--- src/rtl/tri_st_rot_ins_pkg.sv ---
// Shared types for the rot/ins issue sequencer and its datapath.
//   op_e          : 4-bit issue opcode
//   ctl_t         : datapath control vector (log_fcn plus one-hot special controls)
//   rot_ins_decode: opcode -> ctl_t. An all-zero ctl_t marks an illegal opcode.
// Optional feature macro: ROT_INS_SEQ_PRTY_EN. When it is defined, PRTYW/PRTYD decode to
// the parity controls. When it is undefined, they decode as illegal.
package tri_st_rot_ins_pkg;

   localparam int ROT_W = 64;

   typedef enum logic [3:0] {
      OP_AND   = 4'h0, OP_ANDC  = 4'h1, OP_OR    = 4'h2, OP_XOR   = 4'h3,
      OP_NOR   = 4'h4, OP_EQV   = 4'h5, OP_NAND  = 4'h6, OP_ORC   = 4'h7,
      OP_CMPB  = 4'h8, OP_EXTSB = 4'h9, OP_EXTSH = 4'hA, OP_EXTSW = 4'hB,
      OP_SRAWF = 4'hC, OP_SRADF = 4'hD, OP_PRTYW = 4'hE, OP_PRTYD = 4'hF
   } op_e;

   // log_fcn[{rs_bit, rb_bit}] is the result bit. Index 0 is the leftmost digit.
   localparam logic [0:3] LF_AND  = 4'b0001;
   localparam logic [0:3] LF_ANDC = 4'b0010;
   localparam logic [0:3] LF_OR   = 4'b0111;
   localparam logic [0:3] LF_XOR  = 4'b0110;
   localparam logic [0:3] LF_NOR  = 4'b1000;
   localparam logic [0:3] LF_EQV  = 4'b1001;
   localparam logic [0:3] LF_NAND = 4'b1110;
   localparam logic [0:3] LF_ORC  = 4'b1011;

   typedef struct packed {
      logic [0:3] log_fcn;
      logic       cmp_byt;
      logic       sra_wd;
      logic       sra_dw;
      logic       xtd_byte;
      logic       xtd_half;
      logic       xtd_wd;
      logic       prtyw;
      logic       prtyd;
   } ctl_t;

   function automatic ctl_t rot_ins_decode(input logic [3:0] op);
      ctl_t c;
      c = '0;
      case (op_e'(op))
         OP_AND:   c.log_fcn = LF_AND;
         OP_ANDC:  c.log_fcn = LF_ANDC;
         OP_OR:    c.log_fcn = LF_OR;
         OP_XOR:   c.log_fcn = LF_XOR;
         OP_NOR:   c.log_fcn = LF_NOR;
         OP_EQV:   c.log_fcn = LF_EQV;
         OP_NAND:  c.log_fcn = LF_NAND;
         OP_ORC:   c.log_fcn = LF_ORC;
         OP_CMPB:  begin c.log_fcn = LF_EQV; c.cmp_byt = 1'b1; end
         OP_EXTSB: c.xtd_byte = 1'b1;
         OP_EXTSH: c.xtd_half = 1'b1;
         OP_EXTSW: c.xtd_wd   = 1'b1;
         OP_SRAWF: c.sra_wd   = 1'b1;
         OP_SRADF: c.sra_dw   = 1'b1;
`ifdef ROT_INS_SEQ_PRTY_EN
         OP_PRTYW: c.prtyw    = 1'b1;
         OP_PRTYD: c.prtyd    = 1'b1;
`endif
         default:  c = '0;
      endcase
      return c;
   endfunction

endpackage

--- src/rtl/tri_st_rot_ins.sv ---
// Combinational rotate/insert logical datapath.
//   rs, rb : operands
//   ctl    : decoded control vector
//   res    : result
// Bit numbering on the ports is LSB-0. Architected word 0 is res[63:32].
module tri_st_rot_ins
   import tri_st_rot_ins_pkg::*;
(
   input  logic [ROT_W-1:0] rs,
   input  logic [ROT_W-1:0] rb,
   input  ctl_t             ctl,
   output logic [ROT_W-1:0] res
);

   logic [ROT_W-1:0] log_res;
   logic [ROT_W-1:0] cmp_res;

   always_comb begin
      log_res = '0;
      for (int i = 0; i < ROT_W; i++) log_res[i] = ctl.log_fcn[{rs[i], rb[i]}];
      // CMPB runs EQV through the logic unit and then AND-reduces each byte.
      cmp_res = '0;
      for (int b = 0; b < ROT_W/8; b++) cmp_res[8*b +: 8] = {8{&log_res[8*b +: 8]}};

      res = log_res;
      if (ctl.cmp_byt)  res = cmp_res;
      if (ctl.xtd_byte) res = {{56{rs[7]}}, rs[7:0]};
      if (ctl.xtd_half) res = {{48{rs[15]}}, rs[15:0]};
      if (ctl.xtd_wd)   res = {{32{rs[31]}}, rs[31:0]};
      if (ctl.sra_wd)   res = {ROT_W{rs[31]}};
      if (ctl.sra_dw)   res = {ROT_W{rs[63]}};
      // The parity of the byte LSBs lands in the LSB of each word (prtyw) or of the doubleword (prtyd).
      if (ctl.prtyw) begin
         res     = '0;
         res[32] = rs[56] ^ rs[48] ^ rs[40] ^ rs[32];
         res[0]  = rs[24] ^ rs[16] ^ rs[8]  ^ rs[0];
      end
      if (ctl.prtyd) begin
         res    = '0;
         res[0] = rs[56] ^ rs[48] ^ rs[40] ^ rs[32] ^ rs[24] ^ rs[16] ^ rs[8] ^ rs[0];
      end
   end

endmodule

--- src/rtl/tri_st_rot_ins_seq.sv ---
// Two-thread issue sequencer for the rot/ins datapath.
// The pipeline is: round-robin arbiter -> EX1 (decoded ctl + operands) -> datapath -> EX2 (result).
// Ports:
//   clk, rst                  clock and synchronous active-high reset
//   req_val/req_rdy[1:0]      per-thread handshake. A transfer is val & rdy.
//   req_op*/rs*/rb*/tag*      per-thread request payload
//   flush[1:0]                kills in-flight ops of that thread and blocks its request this cycle
//   res_val/res_rdy           result handshake. res_* hold while stalled.
//   res_tid/tag/data/err      result payload. err marks an illegal opcode, and then data is 0.
// Optional feature macro: ROT_INS_SEQ_PRTY_EN enables PRTYW/PRTYD. It is handled in the package decode.
module tri_st_rot_ins_seq
   import tri_st_rot_ins_pkg::*;
#(
   parameter int TAG_W  = 6,
   parameter int DATA_W = 64
) (
   input  logic              clk,
   input  logic              rst,
   input  logic [1:0]        req_val,
   output logic [1:0]        req_rdy,
   input  logic [3:0]        req_op0,
   input  logic [3:0]        req_op1,
   input  logic [DATA_W-1:0] req_rs0,
   input  logic [DATA_W-1:0] req_rs1,
   input  logic [DATA_W-1:0] req_rb0,
   input  logic [DATA_W-1:0] req_rb1,
   input  logic [TAG_W-1:0]  req_tag0,
   input  logic [TAG_W-1:0]  req_tag1,
   input  logic [1:0]        flush,
   output logic              res_val,
   input  logic              res_rdy,
   output logic              res_tid,
   output logic [TAG_W-1:0]  res_tag,
   output logic [DATA_W-1:0] res_data,
   output logic              res_err
);

   logic              rr_ptr_q, rr_ptr_d;
   logic              ex1_vld_q, ex1_vld_d, ex1_tid_q, ex1_tid_d, ex1_err_q, ex1_err_d;
   logic [TAG_W-1:0]  ex1_tag_q, ex1_tag_d;
   ctl_t              ex1_ctl_q, ex1_ctl_d;
   logic [DATA_W-1:0] ex1_rs_q, ex1_rs_d, ex1_rb_q, ex1_rb_d;
   logic              ex2_vld_q, ex2_vld_d, ex2_tid_q, ex2_tid_d, ex2_err_q, ex2_err_d;
   logic [TAG_W-1:0]  ex2_tag_q, ex2_tag_d;
   logic [DATA_W-1:0] ex2_data_q, ex2_data_d;

   logic [1:0]        elig, grant;
   logic              ex1_kill, ex2_kill, ex2_free, ex1_free, ex1_adv, acc, acc_tid;
   ctl_t              acc_ctl;
   logic [DATA_W-1:0] dp_res;

   tri_st_rot_ins u_dp (.rs(ex1_rs_q), .rb(ex1_rb_q), .ctl(ex1_ctl_q), .res(dp_res));

   // A flushed entry frees its stage in the same cycle, so younger work can move up behind it.
   always_comb begin
      ex2_kill = ex2_vld_q & flush[ex2_tid_q];
      ex1_kill = ex1_vld_q & flush[ex1_tid_q];
      ex2_free = ~ex2_vld_q | res_rdy | ex2_kill;
      ex1_adv  = ex1_vld_q & ~ex1_kill & ex2_free;
      ex1_free = ~ex1_vld_q | ex1_kill | ex2_free;
   end

   // Arbiter: a flushed thread is not eligible, so it cannot steal the grant from the other thread.
   always_comb begin
      elig  = req_val & ~flush;
      grant = elig;
      if (&elig) grant = rr_ptr_q ? 2'b10 : 2'b01;
      req_rdy  = rst ? 2'b00 : (grant & {2{ex1_free}});
      acc      = |req_rdy;
      acc_tid  = req_rdy[1];
      rr_ptr_d = acc ? ~acc_tid : rr_ptr_q;
   end

   always_comb begin
      acc_ctl   = rot_ins_decode(acc_tid ? req_op1 : req_op0);
      ex1_vld_d = ex1_vld_q;
      ex1_tid_d = ex1_tid_q;
      ex1_tag_d = ex1_tag_q;
      ex1_ctl_d = ex1_ctl_q;
      ex1_err_d = ex1_err_q;
      ex1_rs_d  = ex1_rs_q;
      ex1_rb_d  = ex1_rb_q;
      if (ex1_free) ex1_vld_d = acc;
      if (acc) begin
         ex1_tid_d = acc_tid;
         ex1_tag_d = acc_tid ? req_tag1 : req_tag0;
         ex1_ctl_d = acc_ctl;
         ex1_err_d = (acc_ctl == '0);
         ex1_rs_d  = acc_tid ? req_rs1 : req_rs0;
         ex1_rb_d  = acc_tid ? req_rb1 : req_rb0;
      end

      ex2_vld_d  = ex2_vld_q;
      ex2_tid_d  = ex2_tid_q;
      ex2_tag_d  = ex2_tag_q;
      ex2_err_d  = ex2_err_q;
      ex2_data_d = ex2_data_q;
      if (ex2_free) ex2_vld_d = ex1_adv;
      if (ex1_adv) begin
         ex2_tid_d  = ex1_tid_q;
         ex2_tag_d  = ex1_tag_q;
         ex2_err_d  = ex1_err_q;
         ex2_data_d = ex1_err_q ? '0 : dp_res;
      end
   end

   always_ff @(posedge clk) begin
      if (rst) begin
         rr_ptr_q   <= 1'b0;
         ex1_vld_q  <= 1'b0;
         ex1_tid_q  <= 1'b0;
         ex1_tag_q  <= '0;
         ex1_ctl_q  <= '0;
         ex1_err_q  <= 1'b0;
         ex1_rs_q   <= '0;
         ex1_rb_q   <= '0;
         ex2_vld_q  <= 1'b0;
         ex2_tid_q  <= 1'b0;
         ex2_tag_q  <= '0;
         ex2_err_q  <= 1'b0;
         ex2_data_q <= '0;
      end else begin
         rr_ptr_q   <= rr_ptr_d;
         ex1_vld_q  <= ex1_vld_d;
         ex1_tid_q  <= ex1_tid_d;
         ex1_tag_q  <= ex1_tag_d;
         ex1_ctl_q  <= ex1_ctl_d;
         ex1_err_q  <= ex1_err_d;
         ex1_rs_q   <= ex1_rs_d;
         ex1_rb_q   <= ex1_rb_d;
         ex2_vld_q  <= ex2_vld_d;
         ex2_tid_q  <= ex2_tid_d;
         ex2_tag_q  <= ex2_tag_d;
         ex2_err_q  <= ex2_err_d;
         ex2_data_q <= ex2_data_d;
      end
   end

   assign res_val  = ex2_vld_q;
   assign res_tid  = ex2_tid_q;
   assign res_tag  = ex2_tag_q;
   assign res_data = ex2_data_q;
   assign res_err  = ex2_err_q;

endmodule

--- config.mk ---
export PLATFORM = sky130hd
export DESIGN_NAME = tri_st_rot_ins_seq
export DESIGN_NICKNAME = d
export VERILOG_FILES = /design/src/rtl/tri_st_rot_ins_pkg.sv /design/src/rtl/tri_st_rot_ins.sv /design/src/rtl/tri_st_rot_ins_seq.sv
export SDC_FILE = /design/constraint.sdc
export NUM_CORES = 1
export LEC_CHECK = 0
export ABC_AREA = 1
export ABC_CLOCK_PERIOD_IN_PS = 2200
export CORE_MARGIN = 4
export CORE_UTILIZATION = 50
export CTS_CLUSTER_DIAMETER = 150
export CTS_CLUSTER_SIZE = 8
export DETAILED_ROUTE_END_ITERATION = 12
export PLACE_DENSITY = 0.92
export SLEW_MARGIN = 30
export SYNTH_ARGS = -nofsm -noshare
export SYNTH_HDL_FRONTEND = slang
export SYNTH_SLANG_ARGS = --single-unit
--- constraint.sdc ---
create_clock -name clk -period 2.2 [get_ports clk]
set_input_delay 0.44 -clock clk [delete_from_list [all_inputs] [get_ports clk]]
set_output_delay 0.44 -clock clk [all_outputs]
set_load 0.1 [all_outputs]
==> flow_summary.json, run 1 <==
{
  "chipHeight_um": 175.4,
  "sequential_cell_area_mm2": 0.004429,
  "synthesis.area_mm2": 0.01400,
  "maximum_net_fanout_on_the_critical_path": 3,
  "post_drt_wl_per_cell_um": 16.33,
  "clock_power_share_pct": 37.7,
  "grt_setup_unrepaired": "true",
  "run_status": "completed",
  "ir_worst_vdd_mv": 0.5300,
  "rd_place_congestion": 0.8976,
  "swShare_pct": 30.19,
  "critical_path_buf_inv_count": 3,
  "final-max-slew-violation-count": 0,
  "grt_antenna_before_repair": 1,
  "proportion_of_synthesized_chip_area_in_sequential_cells_pct": 31.59,
  "pwr-share-comb_pct": 22.9,
  "final.setup_skew_ps": 21.04,
  "multiInputGateArea_mm2": 0.008133,
  "cp.arrival_ps": 1720,
  "max_slew_margin_pct": 55.48,
  "synth.lib_cells_used.distinct": 30,
  "vias": 16900,
  "placement.io_buffers": 357,
  "leakage_nw": 9.429,
  "synth_seq_cells": 221,
  "clk_root_buffer_cell": "clkbuf_16",
  "hold_viol": 0,
  "boundaryPins": 358,
  "timing.critical_path.slowest_stage_cell": "dfxtp_2",
  "startpoint_class_of_the_critical_path": "register",
  "total_cell_area_at_the_placement_stage_mm2": 0.01795,
  "floorplan.die.width_um": 175.4,
  "global_route.usage.total_pct": 31.63,
  "grt_pass1_vias": 16020,
  "fin_crit_sh_pct": 98.40,
  "timing.critical_path.cells": "inv_1, nor3_2, and2_4, nand2_4, nand2_1, inv_4, buf_12",
  "p_sw_mw": 3.338,
  "share_seq_of_total_power_pct": 39.4,
  "post-route-drc-count": 0,
  "postRouteWirelength_um": 51410,
  "finalPower_mw": 11.06,
  "initial_core_util_pct": 50.55,
  "clk_pin_slew_ps": 50,
  "p_r_area_growth_vs_syn_pct": 35.57,
  "first_iter_violations": 1520,
  "fin_worst_hold_slack_ps": 384.0,
  "power-per-cell-area_mw_per_mm2": 582.5,
  "grt_max_degree": 125,
  "max_slew.worst_pin.slew_ps": 666.8,
  "hold_path_class": "primary input to register",
  "syn-instance-count": 2444,
  "grt_first_pass_wirelength_um": 80890,
  "cts_inserted_buffers": 31,
  "mappedNetlistNets": 2727,
  "cts_tree": "done",
  "placementRows": 61,
  "die_outline_area_mm2": 0.03075,
  "firstDrtPassIters": 5,
  "timing.setup.critical_path_class": "register to output pin",
  "viasPerCell": 5.366,
  "yosysWarnings": 0,
  "final_net_count": 3053,
  "ctsHtreeMaxLevel": 1,
  "syn_avg_cell_area_um2": 5.730,
  "post_route_cells_drive_above_1_share_pct": 10.40,
  "timing.critical_path.required_ps": 1760,
  "post_route_antenna_net_violation_count": 0,
  "slowest_stage_delay_on_critical_path_ps": 340,
  "clock_sink_count": 221,
  "finalCriticalPeriod_ps": 2165,
  "longest_clk_path_bufs": 3,
  "globalRouteOverflowTotal": 0,
  "power_report.internal_total_mw": 7.720,
  "hpwlAfterDp_um": 37630,
  "design_area_mm2": 0.01899,
  "final-setup-viol-count": 0,
  "core_area_mm2": 0.02771,
  "n_fill_cell": 2358,
  "drv_cap": 0,
  "critical-path-top-delay-family": "simple AND/OR/NAND/NOR gates",
  "worst_setup_path_end_kind": "output pin",
  "fin_setup_tns_ps": 0,
  "maxClockFrequency_mhz": 461.9,
  "clk-insertion-delay-late_ps": 570
}
-- layer usage --
| metal | wire length (µm) | GRT usage, % | vias up |
|---|---|---|---|
| li1 | - | - | 8264 |
| met1 | 20550 | 41.51 | 7614 |
| met2 | 23830 | 52.29 | 861 |
| met3 | 4822 | 5.187 | 159 |
| met4 | 2206 | 12.41 | 0 |
| met5 | 0 | 0 | - |
-- repair_timing --
action / in CTS / in global routing
pin swaps: 1 / 9
cloned: 0 / 2
hold buffers: 0 / 0
setup buffers: 3 / 6
endpoints found under the setup margin: 2 / 52
gates resized for setup: 6 / 40
-- area by class of cell --
type,count,share of cell area (%)
timing repair buffer,447,22.76
antenna,1,0.01318
tap,378,2.491
multi-input combinational,1852,42.84
sequential,221,23.33
inverter,216,4.369
clock buffer,31,4.086
clock inverter,2,0.07249
timing repair inverter,1,0.03954
-- synthesized netlist by cell type --
| master | number | share of area [%] |
|---|---|---|
| a211oi_1 | 4 | 0.21 |
| a211oi_2 | 1 | 0.089 |
| a21oi_1 | 105 | 3.8 |
| a21oi_2 | 28 | 1.8 |
| a22o_1 | 1 | 0.063 |
| a22oi_1 | 17 | 0.91 |
| a31oi_1 | 72 | 3.2 |
| and2_1 | 1 | 0.045 |
| buf_1 | 4 | 0.11 |
| buf_2 | 75 | 2.7 |
| buf_4 | 9 | 0.48 |
| buf_6 | 4 | 0.32 |
| clkbuf_1 | 62 | 1.7 |
| clkinv_1 | 2 | 0.054 |
| dfxtp_1 | 221 | 32 |
| dlygate4sd1_1 | 1 | 0.063 |
| inv_1 | 202 | 5.4 |
| inv_2 | 11 | 0.29 |
| inv_4 | 1 | 0.045 |
| nand2_1 | 1312 | 35 |
| nand3_1 | 104 | 3.7 |
| nand3_2 | 8 | 0.57 |
| nand3b_1 | 28 | 1.5 |
| nor2_1 | 41 | 1.1 |
| nor2_2 | 8 | 0.36 |
| nor3_1 | 1 | 0.036 |
| o211ai_1 | 25 | 1.3 |
| o21ai_0 | 44 | 1.6 |
| o21ai_1 | 49 | 1.8 |
| or2_2 | 3 | 0.13 |
-- flip-flops by register name, indices dropped and copies added, names as in the netlist, 6 cells and up --
| signal | flops |
|---|---|
| ex1_ctl_q | 10 |
| res_data | 64 |
| ex1_rb_q | 64 |
| res_tag | 6 |
| ex1_rs_q | 64 |
| ex1_tag_q | 6 |
-- worst min-delay path: cells and delay by family --
kind	cells	cell delay, ps
AO/OA/AOI/OAI	2	130
buffers and inverters	2	240
AND/OR/NAND/NOR	1	60
-- cell usage in the layout (no fill, tap or decap), drive strengths merged, types with 32 or more instances in the layout --
master         count
nand2           1312
clkdlybuf4s50    280
dfxtp            221
inv              214
buf              165
a21oi            133
nand3            112
o21ai             93
a31oi             72
nor2              49
clkbuf            32
-- kinds of logic (layout without fill, tap and decap cells) --
family                 count (synthesis)  in the layout  share of synthesized area (%)
and+or+nand+nor                     1506           1506                          42.62
buffers and inverters                371            697                          11.12
AOI/OAI and AO/OA                    346            346                          14.66
DFF                                  221            221                          31.59
other                                  0              1                              0
-- final timing paths --
| kind | start | end | slack (ps) | cells after the start |
|---|---|---|---|---|
| max | res_val | req_rdy[0] | 40 | 7 |
| max reg2reg | ex1_ctl_q[7] | res_data[55] | 80 | 14 |
| min reg2reg | res_data[4] | res_data[4] | 460 | 2 |
| min | rst | ex1_tid_q | 380 | 5 |
-- power by group through the flow --
stage / clock network, mW / logic, mW / registers [mW]
finish: 4.17 / 2.54 / 4.35
global route: 4.34 / 2.81 / 4.37
CTS: 4.18 / 2.47 / 4.35
detailed placement: 0 / 2.45 / 4.42
global placement: 0 / 2.41 / 4.42
floorplan: 0 / 1.30 / 4.51
-- stage by stage --
step	cells	util (%)	setup slack, ps
6_report	3149	68.53	35.15
4_1_cts	3140	67.77	1.997
5_1_grt	3149	68.53	-52.82
2_1_floorplan	2444	-	31.60
3_5_place_dp	3104	64.77	-297.7
3_3_place_gp	3104	64.77	-232.7
Note: power is estimated with default switching activity, not from simulation.
==> run 2, diff against run 1 <==
--- a/config.mk
+++ b/config.mk
@@ -6,7 +6,7 @@
 export NUM_CORES = 1
 export LEC_CHECK = 0
 export ABC_AREA = 1
-export ABC_CLOCK_PERIOD_IN_PS = 2200
+export ABC_CLOCK_PERIOD_IN_PS = 2600
 export CORE_MARGIN = 4
 export CORE_UTILIZATION = 50
 export CTS_CLUSTER_DIAMETER = 150
==> constraint.sdc (replaced) <==
create_clock -name clk -period 2.6 [get_ports clk]
set_input_delay 0.52 -clock clk [delete_from_list [all_inputs] [get_ports clk]]
set_output_delay 0.52 -clock clk [all_outputs]
set_load 0.1 [all_outputs]
==> run 2 against run 1 <==
Against the previous run:
- first-iteration DRC count fell by 3.2%
- highest routed layer unchanged
- critical path type is now primary input to output pin
- critical path depth grew 2
- hold slack got worse by 21 ps
- largest cell class unchanged
- sequential cell count is the same
- sequential share of layout area is 0.56 points higher
==> flow_summary.json, run 2 (synthesized netlist as in run 1, its figures left out) <==
{
  "p_sw_mw": 2.799,
  "grt_setup_unrepaired": "false",
  "grt_first_pass_wirelength_um": 80550,
  "final.setup_skew_ps": 13.04,
  "critical-path-top-delay-family": "buffers and inverters",
  "busiest_layer": "met2",
  "run_status": "completed",
  "grt_antenna_before_repair": 0,
  "finalCriticalPeriod_ps": 2531,
  "met3_usage_pct": 4.434,
  "max_slew.worst_pin.slew_ps": 837.8,
  "timing.setup.critical_path_class": "primary input to output pin",
  "drv_cap": 0,
  "timing.critical_path.required_ps": 2080,
  "post_drt_wl_per_cell_um": 16.34,
  "final_common_cell": "nand2_1",
  "dp_cells": 3074,
  "global_route.usage.total_pct": 31.52,
  "timing.reg2reg.setup_slack_ps": 180,
  "final_net_count": 3014,
  "maxClockFrequency_mhz": 395.1,
  "clk_pin_slew_ps": 50,
  "hold_viol": 0,
  "initial_core_util_pct": 50.55,
  "power_report.internal_total_mw": 6.485,
  "longest_clk_path_bufs": 3,
  "viasPerCell": 5.421,
  "hpwlAfterDp_um": 36830,
  "critical_path_buf_inv_count": 6,
  "cts_hold_repair.buffers": 0,
  "clock_power_share_pct": 37.9,
  "finalPower_mw": 9.284,
  "final-max-slew-violation-count": 0,
  "final_cell_mix": "1310 x nand2_1, 281 x clkdlybuf4s50_1, 220 x dfxtp_1",
  "leakage_nw": 9.180,
  "die_outline_area_mm2": 0.03075,
  "p_r_area_growth_vs_syn_pct": 32.27,
  "clock_sink_count": 221,
  "rd_place_congestion": 0.9526,
  "rr_startpoint": "ex1_ctl_q[2]",
  "post_route_cells_drive_above_1_share_pct": 8.312,
  "firstDrtPassIters": 5,
  "reg2reg_depth": 10,
  "placementRows": 61,
  "post-route-drc-count": 0,
  "fin_crit_sh_pct": 97.36,
  "boundaryPins": 358,
  "worst_hold_launch": "rst",
  "ir_worst_vdd_mv": 0.4157,
  "clk_root_buffer_cell": "clkbuf_16",
  "cts_inserted_buffers": 31,
  "power-per-cell-area_mw_per_mm2": 501.2,
  "max_slew_margin_pct": 44.14,
  "pwr-share-comb_pct": 22.4,
  "met2_usage_pct": 53.29,
  "slowest_stage_delay_on_critical_path_ps": 480,
  "clk-insertion-delay-late_ps": 560,
  "r2r-end": "res_data[57]",
  "chipHeight_um": 175.4,
  "post_route_antenna_net_violation_count": 0,
  "cp.arrival_ps": 2010,
  "placement.io_buffers": 357,
  "ctsHtreeMaxLevel": 1,
  "timing.critical_path.slowest_stage_cell": "clkdlybuf4s50_1",
  "grt_max_degree": 80,
  "worst_hold_endpoint": "ex1_rs_q[19]",
  "final-instance-count-excl-fill": 3109,
  "min_delay_path_depth": 4,
  "core_area_mm2": 0.02771,
  "hold_path_class": "primary input to register",
  "timing.critical_path.cells": "clkdlybuf4s50_1, inv_1, nand2_1, inv_1, a211oi_1, nand2_1, buf_4, inv_4, buf_12",
  "cts_tree": "done",
  "postRouteWirelength_um": 50810,
  "final-setup-viol-count": 0,
  "maximum_net_fanout_on_the_critical_path": 6,
  "vias": 16860,
  "grt_pass1_vias": 15900,
  "floorplan.die.width_um": 175.4,
  "first_iter_violations": 1471,
  "antenna_cells_inserted": 0,
  "global_route.usage.met1_pct": 40.85,
  "swShare_pct": 30.15,
  "startpoint_class_of_the_critical_path": "primary input",
  "worst_setup_path_end_kind": "output pin",
  "globalRouteOverflowTotal": 0,
  "share_seq_of_total_power_pct": 39.7
}
## run 2: cell count changes in the layout (fill, tap and decap cells not counted), moves of 3 or more
cell,change
dfxtp_2,-3
nand2_1,+11
inv_4,+3
buf_4,-29
nor2_1,+3
nand3_2,+3
dfxtp_1,+3
nand3_4,-3
inv_2,-3
buf_6,-7
nand2_2,-9
## run 2: worst register-to-register path: stages, from the launching register on
cell and delay, ps:
dfxtp_1 390, inv_1 190, buf_4 230, o21ai_1 420
clkinvlp_4 450, nand2_1 160, nand2_1 70, nand2_1 80
nand2_1 100, nand2_1 120, a21oi_1 60
## run 2: what timing repair did
item / CTS / global route
endpoints found under the setup margin: 0 / 64
hold endpoints to repair: 0 / 0
gates resized for setup: 0 / 8
setup buffers: 0 / 1
## run 2: layout make-up
| cell class | count | area (µm²) |
|---|---|---|
| Clock buffer | 31 | 775.7 |
| Clock inverter | 2 | 13.76 |
| Fill cell | 2450 | 9181 |
| Sequential cell | 221 | 4425 |
| Inverter | 216 | 830.8 |
| Timing Repair inverter | 1 | 7.507 |
| Tap cell | 378 | 473.0 |
| Multi-Input combinational cell | 1852 | 8040 |
| Timing Repair Buffer | 408 | 3958 |
## run 2: power by group through the flow
| stage | clock, mW | sequential (mW) | combinational [mW] |
|---|---|---|---|
| floorplan | 0 | 3.82 | 1.10 |
| global placement | 0 | 3.74 | 2.00 |
| finish | 3.52 | 3.68 | 2.08 |
| detailed placement | 0 | 3.74 | 2.03 |
| global route | 3.70 | 3.70 | 2.30 |
| CTS | 3.55 | 3.68 | 2.05 |
## run 2: worst max path at each step
stage,startpoint,to,cells past startpoint
after floorplan,res_val,req_rdy[1],8
after global placement,flush[0],ex1_ctl_q[6],14
after detailed placement,flush[0],ex1_rb_q[19],13
after CTS,ex1_ctl_q[9],res_data[57],16
after global routing,flush[0],req_rdy[1],9
final,flush[0],req_rdy[1],9
## run 2: per-layer routing
metal / up-vias / wire, µm / share of wire [%]
met5: - / 0 / 0
met2: 878 / 23870 / 47
met4: 0 / 2070 / 4.1
met3: 142 / 4517 / 8.9
li1: 8185 / - / -
met1: 7650 / 20360 / 40
## run 2: metrics by stage
stage / setup WS (ps) / cell area (µm²) / hold slack (ps) / utilization [%] / TNS [ps]
2_1_floorplan: 48.15 / 14010 / 435.8 / - / 0
3_3_place_gp: 15.73 / 17710 / 453.4 / 63.91 / 0
3_5_place_dp: -67.39 / 17710 / 456.2 / 63.91 / -837.1
4_1_cts: 36.12 / 18500 / 328.5 / 66.76 / 0
5_1_grt: 0.2021 / 18520 / 377.5 / 66.86 / 0
6_report: 68.77 / 18520 / 362.7 / 66.86 / 0
==> run 3, diff against run 2 <==
--- a/config.mk
+++ b/config.mk
@@ -6,7 +6,7 @@
 export NUM_CORES = 1
 export LEC_CHECK = 0
 export ABC_AREA = 1
-export ABC_CLOCK_PERIOD_IN_PS = 2600
+export ABC_CLOCK_PERIOD_IN_PS = 3250
 export CORE_MARGIN = 4
 export CORE_UTILIZATION = 50
 export CTS_CLUSTER_DIAMETER = 150
==> constraint.sdc (replaced) <==
create_clock -name clk -period 3.25 [get_ports clk]
set_input_delay 0.65 -clock clk [delete_from_list [all_inputs] [get_ports clk]]
set_output_delay 0.65 -clock clk [all_outputs]
set_load 0.1 [all_outputs]
==> run 3 against run 2 <==
Against the previous run:
- sequential share of layout area rose by 0.35 points
- via count fell by 1.8%
- die area did not move
- design area decreased by 1.5%
- combinational power decreased by 23%
- final cell count fell by 0.68%
- largest power group unchanged
- sequential power is 20% lower
- clock power decreased by 20%
- sequential cell count unchanged
- first-iteration DRC count fell by 10%
==> flow_summary.json, run 3 (synthesized netlist as in run 1, its figures left out) <==
{
  "power-per-cell-area_mw_per_mm2": 404.4,
  "grt_setup_unrepaired": "false",
  "ir_worst_vdd_mv": 0.3480,
  "max_slew_margin_pct": 36.14,
  "p_r_area_growth_vs_syn_pct": 30.31,
  "timing.critical_path.required_ps": 2600,
  "total_cell_area_at_the_placement_stage_mm2": 0.01746,
  "final-max-slew-violation-count": 0,
  "hpwlAfterDp_um": 35170,
  "setup_ws_ps": 394.6,
  "die_outline_area_mm2": 0.03075,
  "initial_core_util_pct": 50.55,
  "post_drt_wl_per_cell_um": 15.88,
  "hold_path_class": "register to register",
  "run_status": "completed",
  "core_area_mm2": 0.02771,
  "grt_max_degree": 108,
  "floorplan.die.width_um": 175.4,
  "chipHeight_um": 175.4,
  "final_net_count": 2992,
  "firstDrtPassIters": 5,
  "cts_tree": "done",
  "grt_antenna_before_repair": 2,
  "first_iter_violations": 1321,
  "clk_root_buffer_cell": "clkbuf_16",
  "clock_sink_count": 221,
  "longest_clk_path_bufs": 3,
  "viasPerCell": 5.358,
  "boundaryPins": 358,
  "fin_setup_tns_ps": 0,
  "final_common_cell": "nand2_1",
  "post_route_antenna_net_violation_count": 0,
  "finalCriticalPeriod_ps": 2855,
  "finalPower_mw": 7.380,
  "placement.io_buffers": 357,
  "clk-insertion-delay-late_ps": 570,
  "timing.setup.critical_path_class": "primary input to output pin",
  "final.setup_skew_ps": 15.13,
  "global_route.usage.total_pct": 30.78,
  "placementRows": 61,
  "dp_cells": 3054,
  "cp.arrival_ps": 2210,
  "maxClockFrequency_mhz": 350.2,
  "hold_viol": 0,
  "drv_cap": 0,
  "startpoint_class_of_the_critical_path": "primary input",
  "globalRouteOverflowTotal": 0,
  "final_cell_mix": "1310 x nand2_1, 281 x clkdlybuf4s50_1, 221 x dfxtp_1",
  "cts_resized": 0,
  "clk_pin_slew_ps": 50,
  "grt_pass1_vias": 15990,
  "max_slew.worst_pin.slew_ps": 958.0,
  "cts_inserted_buffers": 31,
  "place_ws_ps": 213.6,
  "maximum_net_fanout_on_the_critical_path": 12,
  "grt_first_pass_wirelength_um": 79040,
  "post-route-drc-count": 0,
  "rd_place_congestion": 0.9264,
  "ctsHtreeMaxLevel": 1,
  "design_area_mm2": 0.01825,
  "final-setup-viol-count": 0,
  "worst_setup_path_end_kind": "output pin",
  "vias": 16550,
  "post_route_cells_drive_above_1_share_pct": 7.494,
  "leakage_nw": 9.036,
  "cts_hold_repair.buffers": 0,
  "fin_crit_sh_pct": 87.86,
  "cts_post_setup_buffers_inserted": 0,
  "postRouteWirelength_um": 49030,
  "final-instance-count-excl-fill": 3088
}
-- run 3: worst paths after layout --
path	cells after the start	to	slack, ps	start
worst max-delay path	9	req_rdy[1]	390	flush[0]
worst min-delay path	2	res_data[26]	460	res_data[26]
worst max register to register	12	res_data[55]	470	ex1_ctl_q[2]
worst min register to register	2	res_data[26]	460	res_data[26]
-- run 3: power by group --
group	switching [mW]	internal [mW]	total, mW
Clock	1.16	1.65	2.82
Sequential	0.125	2.83	2.95
Combinational	0.930	0.683	1.61
Total	2.22	5.16	7.38
-- run 3: critical path, stage by stage --
cell and delay [ps]:
clkdlybuf4s50_1 480, inv_1 60, nor2_1 80, nor3_1 50, and2_1 140, nand2_1 100
nand2_1 270, inv_4 200, buf_12 190
-- run 3: metal layers --
layer	vias up	track usage [%]	part of all wire (%)
met4	2	11.52	3.8
met5	-	0	0.016
met1	7458	39.83	41
met2	802	51.82	46
li1	8149	-	-
met3	134	4.994	8.7
-- run 3: cell type report --
cell class,instances,area (µm²)
timing repair buffer,387,3700
clock buffer,31,775.7
tap,378,473.0
antenna,1,2.502
clock inverter,2,13.76
inverter,216,820.8
sequential,221,4424
fill,2368,9455
multi-input combinational,1852,8040
-- run 3: per-stage QoR --
step	utilization, %	hold slack (ps)
final	65.87	461.9
after global routing	65.87	490.4
after global placement	63.00	454.9
after CTS	65.86	462.8
after floorplan	-	443.2
after detailed placement	63.01	455.4
